[config.mk]
export PLATFORM = sky130hd
export DESIGN_NAME = sar_scan_sequencer_flat
export DESIGN_NICKNAME = d
export VERILOG_FILES = /design/src/rtl/sar_scan_pkg.sv /design/src/rtl/sar_scan_sequencer_if.sv /design/src/rtl/sar_next_ch.sv /design/src/rtl/sar_scan_sequencer.sv /design/src/flat_wrapper.sv
export SDC_FILE = /design/constraint.sdc
export NUM_CORES = 1
export LEC_CHECK = 0
export ABC_AREA = 1
export CAP_MARGIN = 20
export CELL_PAD_IN_SITES_DETAIL_PLACEMENT = 0
export CELL_PAD_IN_SITES_GLOBAL_PLACEMENT = 1
export CORE_MARGIN = 1
export CORE_UTILIZATION = 40
export DETAILED_ROUTE_END_ITERATION = 16
export PLACE_DENSITY = 0.85
export SLEW_MARGIN = 5
export SYNTH_ARGS = -nofsm -noshare
export SYNTH_HDL_FRONTEND = slang
export SYNTH_SLANG_ARGS = --single-unit
[constraint.sdc]
create_clock -name clk -period 2.3 [get_ports clk]
set_input_delay 0.575 -clock clk [delete_from_list [all_inputs] [get_ports clk]]
set_output_delay 0.575 -clock clk [all_outputs]
set_load 0.05 [all_outputs]
[src/rtl/sar_scan_pkg.sv]
// sar_scan_pkg: shared types and constants for the SAR scan sequencer.
//   state_t : scan FSM states
//   CODE_W  : SAR result width
//   cnt_w() : counter width needed to count 0..n-1 (minimum 1 bit)
package sar_scan_pkg;

  localparam int CODE_W = 8;

  typedef enum logic [1:0] {
    IDLE    = 2'd0,
    SETTLE  = 2'd1,
    START   = 2'd2,
    CONVERT = 2'd3
  } state_t;

  function automatic int cnt_w(input int n);
    return (n < 2) ? 1 : $clog2(n);
  endfunction

endpackage

[src/rtl/sar_scan_sequencer_if.sv]
// sar_scan_sequencer_if: link between the scan sequencer and the SAR core.
//   mux_sel   : analog mux channel select (sequencer -> core)
//   sar_start : 1-cycle conversion start pulse (sequencer -> core)
//   sar_done  : conversion complete (core -> sequencer)
//   sar_code  : conversion result, valid with sar_done (core -> sequencer)
// master = sequencer side, slave = SAR core side.
interface sar_scan_sequencer_if #(
  parameter int CH_W = 2
);
  import sar_scan_pkg::*;

  logic [CH_W-1:0]   mux_sel;
  logic              sar_start;
  logic              sar_done;
  logic [CODE_W-1:0] sar_code;

  modport master (output mux_sel, sar_start, input  sar_done, sar_code);
  modport slave  (input  mux_sel, sar_start, output sar_done, sar_code);

endinterface

[src/rtl/sar_next_ch.sv]
// sar_next_ch: combinational channel picker.
//   mask   : enabled channels
//   cur    : current channel index
//   lowest : 1 = return the lowest set bit, 0 = next set bit strictly above cur
//   nxt    : selected channel
//   found  : a qualifying bit exists
module sar_next_ch #(
  parameter int NUM_CH = 4,
  parameter int CH_W   = 2
) (
  input  logic [NUM_CH-1:0] mask,
  input  logic [CH_W-1:0]   cur,
  input  logic              lowest,
  output logic [CH_W-1:0]   nxt,
  output logic              found
);

  // Descending walk: the last qualifying hit is the lowest one.
  always_comb begin
    nxt   = '0;
    found = 1'b0;
    for (int i = NUM_CH - 1; i >= 0; i--) begin
      if (mask[i] && (lowest || (i > int'(cur)))) begin
        nxt   = CH_W'(i);
        found = 1'b1;
      end
    end
  end

endmodule

[src/rtl/sar_scan_sequencer.sv]
// sar_scan_sequencer: multi-channel scan controller for the 8-bit SAR core.
// Walks a snapshot of ch_mask in ascending order: select mux, settle,
// pulse sar_start, collect sar_code on sar_done; one result per channel.
//   clk, rst_n        : clock, async active-low reset
//   enable            : 0 forces IDLE
//   start, continuous : scan control; ch_mask sampled at each scan start
//   clr_err           : clears sticky err_timeout (a new timeout wins)
//   sar               : mux select / start / done / code to the SAR core
//   res_valid/ch/code : 1-cycle strobe of each stored result
//   rd_ch, rd_code    : combinational result readback
//   busy, scan_done, err_timeout : status
module sar_scan_sequencer
  import sar_scan_pkg::*;
#(
  parameter int NUM_CH         = 4,
  parameter int CH_W           = 2,
  parameter int SETTLE_CYCLES  = 4,
  parameter int TIMEOUT_CYCLES = 32
) (
  input  logic                     clk,
  input  logic                     rst_n,
  input  logic                     enable,
  input  logic                     start,
  input  logic                     continuous,
  input  logic [NUM_CH-1:0]        ch_mask,
  input  logic                     clr_err,
  sar_scan_sequencer_if.master     sar,
  output logic                     res_valid,
  output logic [CH_W-1:0]          res_ch,
  output logic [CODE_W-1:0]        res_code,
  input  logic [CH_W-1:0]          rd_ch,
  output logic [CODE_W-1:0]        rd_code,
  output logic                     busy,
  output logic                     scan_done,
  output logic                     err_timeout
);

  localparam int SCNT_W = cnt_w(SETTLE_CYCLES);
  localparam int TCNT_W = cnt_w(TIMEOUT_CYCLES);

  state_t                          state_q, state_d;
  logic [NUM_CH-1:0]               mask_q, mask_d;
  logic [CH_W-1:0]                 mux_sel_q, mux_sel_d;
  logic [SCNT_W-1:0]               scnt_q, scnt_d;
  logic [TCNT_W-1:0]               tcnt_q, tcnt_d;
  logic [NUM_CH-1:0][CODE_W-1:0]   res_q, res_d;
  logic [CH_W-1:0]                 res_ch_q, res_ch_d;
  logic [CODE_W-1:0]               res_code_q, res_code_d;
  logic                            res_valid_q, res_valid_d;
  logic                            scan_done_q, scan_done_d;
  logic                            err_q, err_d;

  logic [CH_W-1:0]                 nxt_ch, low_ch;
  logic                            nxt_found, low_found;
  logic                            adv;

  // Next channel above the current one within the scan snapshot.
  sar_next_ch #(.NUM_CH(NUM_CH), .CH_W(CH_W)) u_nxt (
    .mask(mask_q), .cur(mux_sel_q), .lowest(1'b0), .nxt(nxt_ch), .found(nxt_found)
  );

  // Lowest channel of the live mask, used for every (re)snapshot.
  sar_next_ch #(.NUM_CH(NUM_CH), .CH_W(CH_W)) u_low (
    .mask(ch_mask), .cur('0), .lowest(1'b1), .nxt(low_ch), .found(low_found)
  );

  always_comb begin
    state_d     = state_q;
    mask_d      = mask_q;
    mux_sel_d   = mux_sel_q;
    scnt_d      = scnt_q;
    tcnt_d      = tcnt_q;
    res_d       = res_q;
    res_ch_d    = res_ch_q;
    res_code_d  = res_code_q;
    res_valid_d = 1'b0;
    scan_done_d = 1'b0;
    err_d       = err_q & ~clr_err;
    adv         = 1'b0;

    if (!enable) begin
      state_d = IDLE;
    end else begin
      case (state_q)
        IDLE: if (start && low_found) begin
          mask_d    = ch_mask;
          mux_sel_d = low_ch;
          scnt_d    = '0;
          state_d   = SETTLE;
        end
        SETTLE: begin
          if (scnt_q == SCNT_W'(SETTLE_CYCLES - 1)) state_d = START;
          else                                      scnt_d  = scnt_q + SCNT_W'(1);
        end
        START: begin
          tcnt_d  = '0;
          state_d = CONVERT;
        end
        CONVERT: begin
          if (sar.sar_done) begin
            res_d[mux_sel_q] = sar.sar_code;
            res_valid_d      = 1'b1;
            res_ch_d         = mux_sel_q;
            res_code_d       = sar.sar_code;
            adv              = 1'b1;
          end else if (tcnt_q == TCNT_W'(TIMEOUT_CYCLES - 1)) begin
            err_d = 1'b1;
            adv   = 1'b1;
          end else begin
            tcnt_d = tcnt_q + TCNT_W'(1);
          end
        end
        default: state_d = IDLE;
      endcase
    end

    // Channel finished (result or timeout): next snapshot bit, or end of scan.
    if (adv) begin
      scnt_d = '0;
      if (nxt_found) begin
        mux_sel_d = nxt_ch;
        state_d   = SETTLE;
      end else begin
        scan_done_d = 1'b1;
        if (continuous && low_found) begin
          mask_d    = ch_mask;
          mux_sel_d = low_ch;
          state_d   = SETTLE;
        end else begin
          state_d = IDLE;
        end
      end
    end
  end

  always_ff @(posedge clk or negedge rst_n) begin
    if (!rst_n) begin
      state_q     <= IDLE;
      mask_q      <= '0;
      mux_sel_q   <= '0;
      scnt_q      <= '0;
      tcnt_q      <= '0;
      res_q       <= '0;
      res_ch_q    <= '0;
      res_code_q  <= '0;
      res_valid_q <= 1'b0;
      scan_done_q <= 1'b0;
      err_q       <= 1'b0;
    end else begin
      state_q     <= state_d;
      mask_q      <= mask_d;
      mux_sel_q   <= mux_sel_d;
      scnt_q      <= scnt_d;
      tcnt_q      <= tcnt_d;
      res_q       <= res_d;
      res_ch_q    <= res_ch_d;
      res_code_q  <= res_code_d;
      res_valid_q <= res_valid_d;
      scan_done_q <= scan_done_d;
      err_q       <= err_d;
    end
  end

  // enable gates sar_start so a disable in START never launches a conversion.
  assign sar.mux_sel   = mux_sel_q;
  assign sar.sar_start = (state_q == START) && enable;
  assign res_valid     = res_valid_q;
  assign res_ch        = res_ch_q;
  assign res_code      = res_code_q;
  assign rd_code       = res_q[rd_ch];
  assign busy          = (state_q != IDLE);
  assign scan_done     = scan_done_q;
  assign err_timeout   = err_q;

endmodule

[src/flat_wrapper.sv]
// flat-port wrapper written by rule: the top's interface ports become plain ports
module sar_scan_sequencer_flat import sar_scan_pkg::*;
#(
  parameter int NUM_CH         = 4,
  parameter int CH_W           = 2,
  parameter int SETTLE_CYCLES  = 4,
  parameter int TIMEOUT_CYCLES = 32
)
  (clk, rst_n, enable, start, continuous, ch_mask, clr_err, res_valid, res_ch, res_code, rd_ch, rd_code, busy, scan_done, err_timeout, sar_mux_sel, sar_sar_start, sar_sar_done, sar_sar_code);
  sar_scan_sequencer_if #(.CH_W(CH_W)) sar_i ();
  input  logic clk;
  input  logic rst_n;
  input  logic enable;
  input  logic start;
  input  logic continuous;
  input  logic [NUM_CH-1:0] ch_mask;
  input  logic clr_err;
  output logic res_valid;
  output logic [CH_W-1:0] res_ch;
  output logic [CODE_W-1:0] res_code;
  input  logic [CH_W-1:0] rd_ch;
  output logic [CODE_W-1:0] rd_code;
  output logic busy;
  output logic scan_done;
  output logic err_timeout;
  output wire logic [$bits(sar_i.mux_sel)-1:0] sar_mux_sel;
  output wire logic [$bits(sar_i.sar_start)-1:0] sar_sar_start;
  input wire logic [$bits(sar_i.sar_done)-1:0] sar_sar_done;
  input wire logic [$bits(sar_i.sar_code)-1:0] sar_sar_code;
  assign sar_mux_sel = sar_i.mux_sel;
  assign sar_sar_start = sar_i.sar_start;
  assign sar_i.sar_done = sar_sar_done;
  assign sar_i.sar_code = sar_sar_code;
  sar_scan_sequencer #(.NUM_CH(NUM_CH), .CH_W(CH_W), .SETTLE_CYCLES(SETTLE_CYCLES), .TIMEOUT_CYCLES(TIMEOUT_CYCLES)) u_core (.clk(clk), .rst_n(rst_n), .enable(enable), .start(start), .continuous(continuous), .ch_mask(ch_mask), .clr_err(clr_err), .sar(sar_i), .res_valid(res_valid), .res_ch(res_ch), .res_code(res_code), .rd_ch(rd_ch), .rd_code(rd_code), .busy(busy), .scan_done(scan_done), .err_timeout(err_timeout));
endmodule
Yosys cells after proc, flatten, opt, wreduce, memory -nomap -nowiden
Cells that the tools add are included.
{"block": "classes", "addsub": 2, "n_mul": 0, "div_mod_pow": 0, "order_cmp": 6, "n_eq_ne": 12, "shifts": 0, "mux": 59, "bitwise_logic": 2, "n_reduce_logical": 16}
{"operator": "two-way mux 2 bit", "n": 22}
{"operator": "bitwise mux 32 bit", "n": 1}
{"operator": "two-way mux 4 bit", "n": 6}
{"operator": "two-way mux 1 bit", "n": 21}
{"operator": "binary-select mux 8 bit (select 2 bit)", "n": 1}
{"operator": "demux 8 bit (select 2 bit)", "n": 1}
{"operator": "two-way mux 8 bit", "n": 2}
{"operator": "two-way mux 5 bit", "n": 2}
{"operator": "case mux 5 bit (2 select lines)", "n": 1}
{"operator": "inequality test 4 x 2 -> 1 bit (second input constant)", "n": 2}
{"operator": "AND reduction 4 bit", "n": 2}
{"operator": "logical AND 1 bit", "n": 7}
{"operator": "== test 2 bit (second input constant)", "n": 3}
{"operator": "less-than comparator 2 x 3 -> 1 bit (second input constant)", "n": 2}
{"operator": "case mux 2 bit (3 select lines)", "n": 1}
{"operator": "AND reduction 3 bit", "n": 2}
{"operator": "nonzero test 2 bit", "n": 3}
{"operator": "adder 5 x 1 -> 5 bit (second input constant)", "n": 1}
{"operator": "== test 5 bit (second input constant)", "n": 1}
{"operator": "inequality test 5 x 1 -> 1 bit (second input constant)", "n": 1}
{"operator": "greater-than comparator 2 bit (first input constant)", "n": 2}
{"operator": "inequality test 2 bit (second input constant)", "n": 2}
{"operator": "case mux 2 bit (2 select lines)", "n": 1}
{"operator": "inequality test 3 x 1 -> 1 bit (second input constant)", "n": 1}
{"operator": "9 further kinds", "n": 9}
{"block": "totals", "regBits": 60, "latchBits": 0, "mem_bits_rw": 0, "mem_bits_ro": 0, "output_inout_bits": 25, "word_cells": 111, "memories": 0}

Logic depth before layout (Yosys ltp)
Gate-level depths: netlist of run 1.
{"block": "depth", "word_depth": 11, "ltp_mapped": 12, "mapped_depth_nobuf": 12}

Hierarchy
Synthesis of run 1 repeated with hierarchy kept, for this count alone.
{"block": "hier_totals", "hier_cells": 363, "hier_area_um2": 3110.5}
{"module": "sar_scan_sequencer", "n_inst": 1, "cells_per_inst": 331, "area_per_inst_um2": 2950.3}
{"module": "sar_next_ch", "n_inst": 2, "cells_per_inst": 16, "area_per_inst_um2": 80.1}

Worst setup path after synthesis of run 1
OpenSTA, ideal clock, no wires.
{"block": "synth_path", "kind": "input port to output port", "startpoint": "input rd_ch[0]", "endpoint": "output rd_code[0]", "t_arrival_ps": 1828, "required_ps": 1725, "path_slack_ps": -103, "path_stages": 4, "n_path_buf": 1, "cell_sequence": "inv_1 clkbuf_1 o21ai_0 o22ai_1"}
{"block": "synth_between", "elab_chain_len": 2}
{"element": "from (decl)", "line": "flat_wrapper.sv:21", "rtl": "input logic [CH_W-1:0] rd_ch;"}
{"element": "binary-select mux 8 bit (select 2 bit)", "line": "sar_scan_sequencer.sv:170", "rtl": "assign rd_code = res_q[rd_ch];"}
{"element": "two-way mux 8 bit (implied by the code)", "line": "sar_scan_sequencer.sv:170"}
{"element": "to (decl)", "line": "flat_wrapper.sv:22", "rtl": "output logic [CODE_W-1:0] rd_code;"}
Every way passes these cells. The select of a mux whose other input is x is not followed.

Worst setup path after layout of run 1
{"block": "layout_path", "startpoint": "input rd_ch[0]", "endpoint": "output rd_code[6]"}
Same word-level chain as after synthesis.

==> reports/results.txt, run 1 <==
Result of the run = completed
Top-level port count = 46
Power density over cell area = 1112 nW/um^2
Total global routing overflow = 0
Transition time at the pin with the least slew margin = 0.5156 ns
Cell taking the most area after synthesis = dfrtp_1
Post-synthesis cell type count = 30
Post-synthesis to final-layout area growth = 34.05%
Maximum vdd ir drop = 428.2 uV
Total power = 4266 uW
Routed vias = 2302
Share of the cycle needed by the critical path after routing = 90.91%
Number of placement rows = 30
Detailed-route wire length per cell = 12.25 um
Sum of routed wire length over all layers = 5.977 mm
Largest fanout on the critical path = 8
Class of the most critical hold timing path = input pin to asynchronous set/reset pin
Clock tree from TritonCTS = yes
Maximum achievable frequency = 478.3 MHz
Synthesis-stage register bit count = 59
Number of global-route vias before repair = 2190
Worst R2R Setup Slack = 0.34 ns
Mean post-synth cell area = 8.675 sq um
Arrival @ worst endpoint = 1.52 ns
Period minus WS final = 2.091 ns
Maxcap violations = 0
Setup Viol. Count Final = 0
Number of buffers on the longest clock path = 2
Number of port buffers = 45
H-tree levels = 3
Post-Syn Nets = 359
Starting density of the core = 41.68%
Global-route usage over all layers = 18.35%
Pleak = 0.001799 uW
Number of nets in the layout = 416
Detailed-placement wirelength estimate = 4.246 mm
Most frequent cells in the layout = 78 x nand2_1, 59 x dfrtp_1, 48 x o21ai_1
Yosys warning count = 0
Total standard cell area after synthesis = 2863 sq um
Critical path capture point type = output pin
Maximum number of pins on one net before global-route repair = 60
Clock net sink count = 59
Sequential cell area fraction in the yosys report = 51.57%
Final core utilization = 55.87%
Endpoint of the worst register-to-register path = u_core.scnt_q[0]
Antenna violations before repair = 0
Drt initial violations = 149
Startpoint of the worst-slack reg-to-reg timing path = u_core.tcnt_q[0]
Via-to-Cell Ratio = 4.717
Start point of the critical path = rd_ch[0]
Fraction of post-synthesis cell area in the top cell type by area = 51.57%
Slew headroom = 65.52%
Data required time at the worst endpoint = 1.73 ns
Worst hold slack = 0.2421 ns
CTS Root Buffer Type = clkbuf_8
Filler cells = 621
TritonCTS buffer count = 9
Global placer's final weighted congestion = 0.7719
Final Hold Vio Count = 0
Layout Skew = 0.008245 ns
Global-route wire length before repair = 10.56 mm
Kind of start point of the critical path = input pin
Area enclosed by the die boundary = 7500 sq um
Most common library cell in the layout ignoring fill and taps = nand2_1
Final antenna-violating net count = 0
Core area = 6869 sq um
Cell types occupying the most area after synthesis = dfrtp_1 52%, nand2_1 10%, o21ai_1 7.9%, o21ai_0 3.7%, inv_1 3.5%
Ant. Diodes = 0
Floorplan die height = 86.60 um
Path type of the worst setup path = input pin to output pin
Number of slew-limit violations in the final report = 0
Fraction of layout instances using a drive strength above 1 = 18.37%
Instance count of the mapped netlist = 330
Die width = 86.60 um
Clk_lat worst skew = 0.32 ns
CP Capture Point = rd_code[6]
Setup repair after global routing missed its margin = no
1st-pass router iterations = 4
Number of buffers added for setup after CTS = 0
Clock transition at path regs = 0.07 ns
Worst Reg-to-Reg Cells = 11
Drc violations = 0
-- power by group --
part           switching, uW  total (uW)  internal, uW
logic                   1040        1690           646
registers                248        1600          1350
clock network            399         985           585
-- registers in the layout, summed over array words and instances, names as in the netlist --
| name | cells |
|---|---|
| u_core.scan_done | 1 |
| u_core.res_q | 32 |
| u_core.tcnt_q | 5 |
| u_core.err_timeout | 1 |
| u_core.res_ch | 2 |
| u_core.sar.mux_sel | 2 |
| u_core.res_valid | 1 |
| u_core.scnt_q | 2 |
| u_core.state_q | 2 |
| u_core.res_code | 8 |
| u_core.mask_q | 3 |
-- worst min path at each step --
stage / end / slack, ns / cells after the start
finish: u_core.res_q[25] / 0.24 / 2
global route: u_core.res_q[27] / 0.26 / 2
floorplan: u_core.err_timeout / 0.28 / 0
detailed placement: u_core.res_q[17] / 0.48 / 2
global placement: u_core.tcnt_q[4] / 0.47 / 2
CTS: u_core.res_q[25] / 0.25 / 2
-- metal layers --
layer	up-vias	track usage (%)	wire length (um)
li1	1207	-	-
met1	1055	26.71	3238
met2	38	26.84	2545
met3	2	4.571	154
met4	0	5.909	39
met5	-	0	0
-- cell usage after synthesis, drive strengths merged --
library cell,n
dfrtp,59
clkinv,1
o21a,2
nor2,28
o32ai,1
ha,8
inv,33
a21oi,10
buf,4
nor3,1
xor2,1
nand4,1
o22ai,8
o31ai,3
nand3,13
a31oi,1
nand2,86
o21ai,66
clkbuf,4
-- kinds of logic (layout without fill, tap and decap cells) --
family / count (synthesis) / after routing / synth area share [%]
AO/OA/AOI/OAI: 91 / 91 / 17.53
XOR/XNOR: 1 / 1 / 0.3060
adder cells (fa/ha/maj): 8 / 8 / 3.497
buffers and inverters: 42 / 104 / 5.682
flip-flops: 59 / 59 / 51.57
AND/OR/NAND/NOR: 129 / 129 / 21.42
-- worst max-delay path, cell delays in order --
cell and delay, ns:
dlygate4sd2_1 0.25, inv_1 0.07, buf_4 0.16, o21ai_0 0.19, o22ai_2 0.11, buf_12 0.16
-- metrics by stage --
step / instance area (sq um) / cells / worst slack [ns] / setup TNS [ns]
after floorplan: 2913 / 330 / 0.1997 / 0
after global placement: 3621 / 472 / -0.04780 / -0.2516
after detailed placement: 3621 / 472 / -0.08257 / -0.4263
after CTS: 3832 / 488 / 0.02393 / 0
after global routing: 3837 / 488 / 0.05863 / 0
final: 3837 / 488 / 0.2091 / 0
-- final cells by class --
cell class | instances | area [sq um] | share of cell area, %
multi-input combinational | 229 | 1274 | 33.19
sequential | 59 | 1476 | 38.47
inverter | 34 | 127.6 | 3.326
clock buffer | 12 | 165.2 | 4.304
clock inverter | 4 | 47.55 | 1.239
tap | 96 | 120.1 | 3.130
timing repair buffer | 54 | 626.9 | 16.34
-- timing repair --
action | in CTS | in global routing
setup endpoints to repair | 8 | 9
pin swaps | 0 | 1
hold buffers | 0 | 0
resized for setup | 4 | 3
(Power assumes the default switching activity.)
==> run 2, diff against run 1 <==
--- a/config.mk
+++ b/config.mk
@@ -9,7 +9,6 @@
 export CAP_MARGIN = 20
 export CELL_PAD_IN_SITES_DETAIL_PLACEMENT = 0
 export CELL_PAD_IN_SITES_GLOBAL_PLACEMENT = 1
-export CORE_MARGIN = 1
 export CORE_UTILIZATION = 40
 export DETAILED_ROUTE_END_ITERATION = 16
 export PLACE_DENSITY = 0.85
==> results of run 2 <==
Same layout as run 1: the final DEF is identical, and so are final timing and power.
==> run 3, diff against run 2 <==
==> constraint.sdc (replaced) <==
create_clock -name clk -period 2.4 [get_ports clk]
set_input_delay 0.6 -clock clk [delete_from_list [all_inputs] [get_ports clk]]
set_output_delay 0.6 -clock clk [all_outputs]
set_load 0.05 [all_outputs]
==> run 3 against run 2 <==
Clock skew down 0.0031 ns. First-iteration DRC count down 23%. Final cell count up 0.20%. Highest routed layer unchanged. Sequential share of layout area up 0.18 points.
==> reports/results.txt, run 3 (synthesis gave the netlist of run 1 again) <==
Crit path buffers/inverters = 3
Arrival @ worst endpoint = 1.73 ns
Clock tree from TritonCTS = yes
Largest register by flop count = u_core.res_q
Share of the cycle needed by the critical path after routing = 96.98%
Critical path's slowest cell = clkdlybuf4s50_1
Maxcap violations = 0
Combined flip-flop and latch cell area = 1476 sq um
Layout Skew = 0.005158 ns
Number of placement rows = 30
Path type of the worst setup path = input pin to output pin
Die width = 86.60 um
Critical path capture point type = output pin
Final antenna-violating net count = 0
Most used routing layer in global routing = met2
Drc violations = 0
Worst-path cell chain = clkdlybuf4s50_1 > buf_4 > o21ai_0 > o22ai_2 > buf_12
Fin Setup TNS = 0 ns
CTS Root Buffer Type = clkbuf_8
Period minus WS final = 2.328 ns
Post-Place Worst Slack = -0.05197 ns
Footprint of the multi-input gates = 1274 sq um
Setup repair after global routing missed its margin = no
Final core utilization = 55.61%
Number of global-route vias before repair = 2219
Total global routing overflow = 0
Ant. Diodes = 0
Clock transition at path regs = 0.07 ns
Met2 GRT Util = 27.13%
1st-pass router iterations = 4
Transition time at the pin with the least slew margin = 0.5162 ns
Starting density of the core = 41.68%
Post-synthesis to final-layout area growth = 33.44%
Global-route wire length before repair = 10.41 mm
Slew headroom = 65.48%
Routed vias = 2329
Number of slew-limit violations in the final report = 0
CTS Hold Bufs = 0
Global placer's final weighted congestion = 0.7722
Clock net sink count = 59
Drt initial violations = 114
Filler cells = 643
Smallest setup slack after layout = 0.07244 ns
Detailed-route wire length per cell = 12.20 um
Max FFs per register = 32
Most common library cell in the layout ignoring fill and taps = nand2_1
Maximum number of pins on one net before global-route repair = 40
Clk_lat worst skew = 0.33 ns
Fraction of layout instances using a drive strength above 1 = 17.56%
Maximum vdd ir drop = 389.6 uV
Most frequent cells in the layout = 78 x nand2_1, 59 x dfrtp_1, 54 x o21ai_1
Final Hold Vio Count = 0
Top-level port count = 46
Core area = 6869 sq um
Floorplan die height = 86.60 um
Kind of start point of the critical path = input pin
H-tree levels = 3
Number of port buffers = 45
Power density over cell area = 1062 nW/um^2
Setup Viol. Count Final = 0
Maximum achievable frequency = 429.6 MHz
Pleak = 0.001774 uW
M3 GR Usage = 5.143%
Global-route usage over all layers = 18.03%
TritonCTS buffer count = 9
Total power = 4057 uW
Number of buffers on the longest clock path = 2
Met1 Track Usage GR = 25.31%
Largest fanout on the critical path = 6
Number of nets in the layout = 417
Via-to-Cell Ratio = 4.763
Slowest stage delay, CP = 0.50 ns
Detailed-placement wirelength estimate = 4.467 mm
Data required time at the worst endpoint = 1.80 ns
Result of the run = completed
Area enclosed by the die boundary = 7500 sq um
Sum of routed wire length over all layers = 5.968 mm
CP delay by family, top = buffers and inverters
Antenna violations before repair = 0
Class of the most critical hold timing path = input pin to asynchronous set/reset pin
## run 3: metal layers
layer	routed length, um	share of wire (%)
met5	0	0
met1	3081	52
met4	65	1.1
met2	2586	43
met3	235	3.9
## run 3: path summary, 6_finish.rpt
| check | startpoint | to | slack [ns] | cells past startpoint |
|---|---|---|---|---|
| worst max register to register | u_core.tcnt_q[0] | u_core.scnt_q[0] | 0.49 | 10 |
| min in group clk | u_core.tcnt_q[4] | u_core.tcnt_q[4] | 0.49 | 2 |
| max in group asynchronous | rst_n | u_core.mask_q[3] | 1.60 | 2 |
| worst min-delay path | rst_n | u_core.res_q[25] | 0.23 | 1 |
| worst max-delay path | rd_ch[1] | rd_code[2] | 0.07 | 5 |
| worst min register to register | u_core.tcnt_q[4] | u_core.tcnt_q[4] | 0.49 | 2 |
## run 3: layout make-up
| class | instances | area share [%] |
|---|---|---|
| clock buffer | 12 | 3.800 |
| inverter | 34 | 3.341 |
| sequential | 59 | 38.65 |
| timing repair buffer | 55 | 16.41 |
| tap | 96 | 3.144 |
| clock inverter | 4 | 1.310 |
| multi-input combinational | 229 | 33.34 |
## run 3: what timing repair did
item | in CTS | in global routing
pin swaps | 0 | 1
endpoints found under the setup margin | 7 | 7
setup buffers | 0 | 0
gates resized for setup | 6 | 5
endpoints found under the hold margin | 0 | 0
## run 3: stage by stage
step / std cells / hold slack (ns) / instance area, sq um
after floorplan: 330 / 0.3044 / 2913
after global placement: 473 / 0.4693 / 3618
after detailed placement: 473 / 0.4762 / 3618
after CTS: 489 / 0.2364 / 3814
after global routing: 489 / 0.2611 / 3820
final: 489 / 0.2279 / 3820
## run 3: report_power, final
part	switching, uW	internal, uW
logic	1030	634
clock network	385	506
registers	213	1290
total	1620	2430
## run 3: worst reg2reg max path: stages (launching register included)
cell,delay (ns)
dfrtp_1,0.40
ha_1,0.22
nand2_1,0.09
nor2_1,0.05
ha_1,0.18
nand2_1,0.10
nand2_2,0.09
nand2_2,0.16
inv_1,0.09
a31oi_1,0.28
o21ai_0,0.12
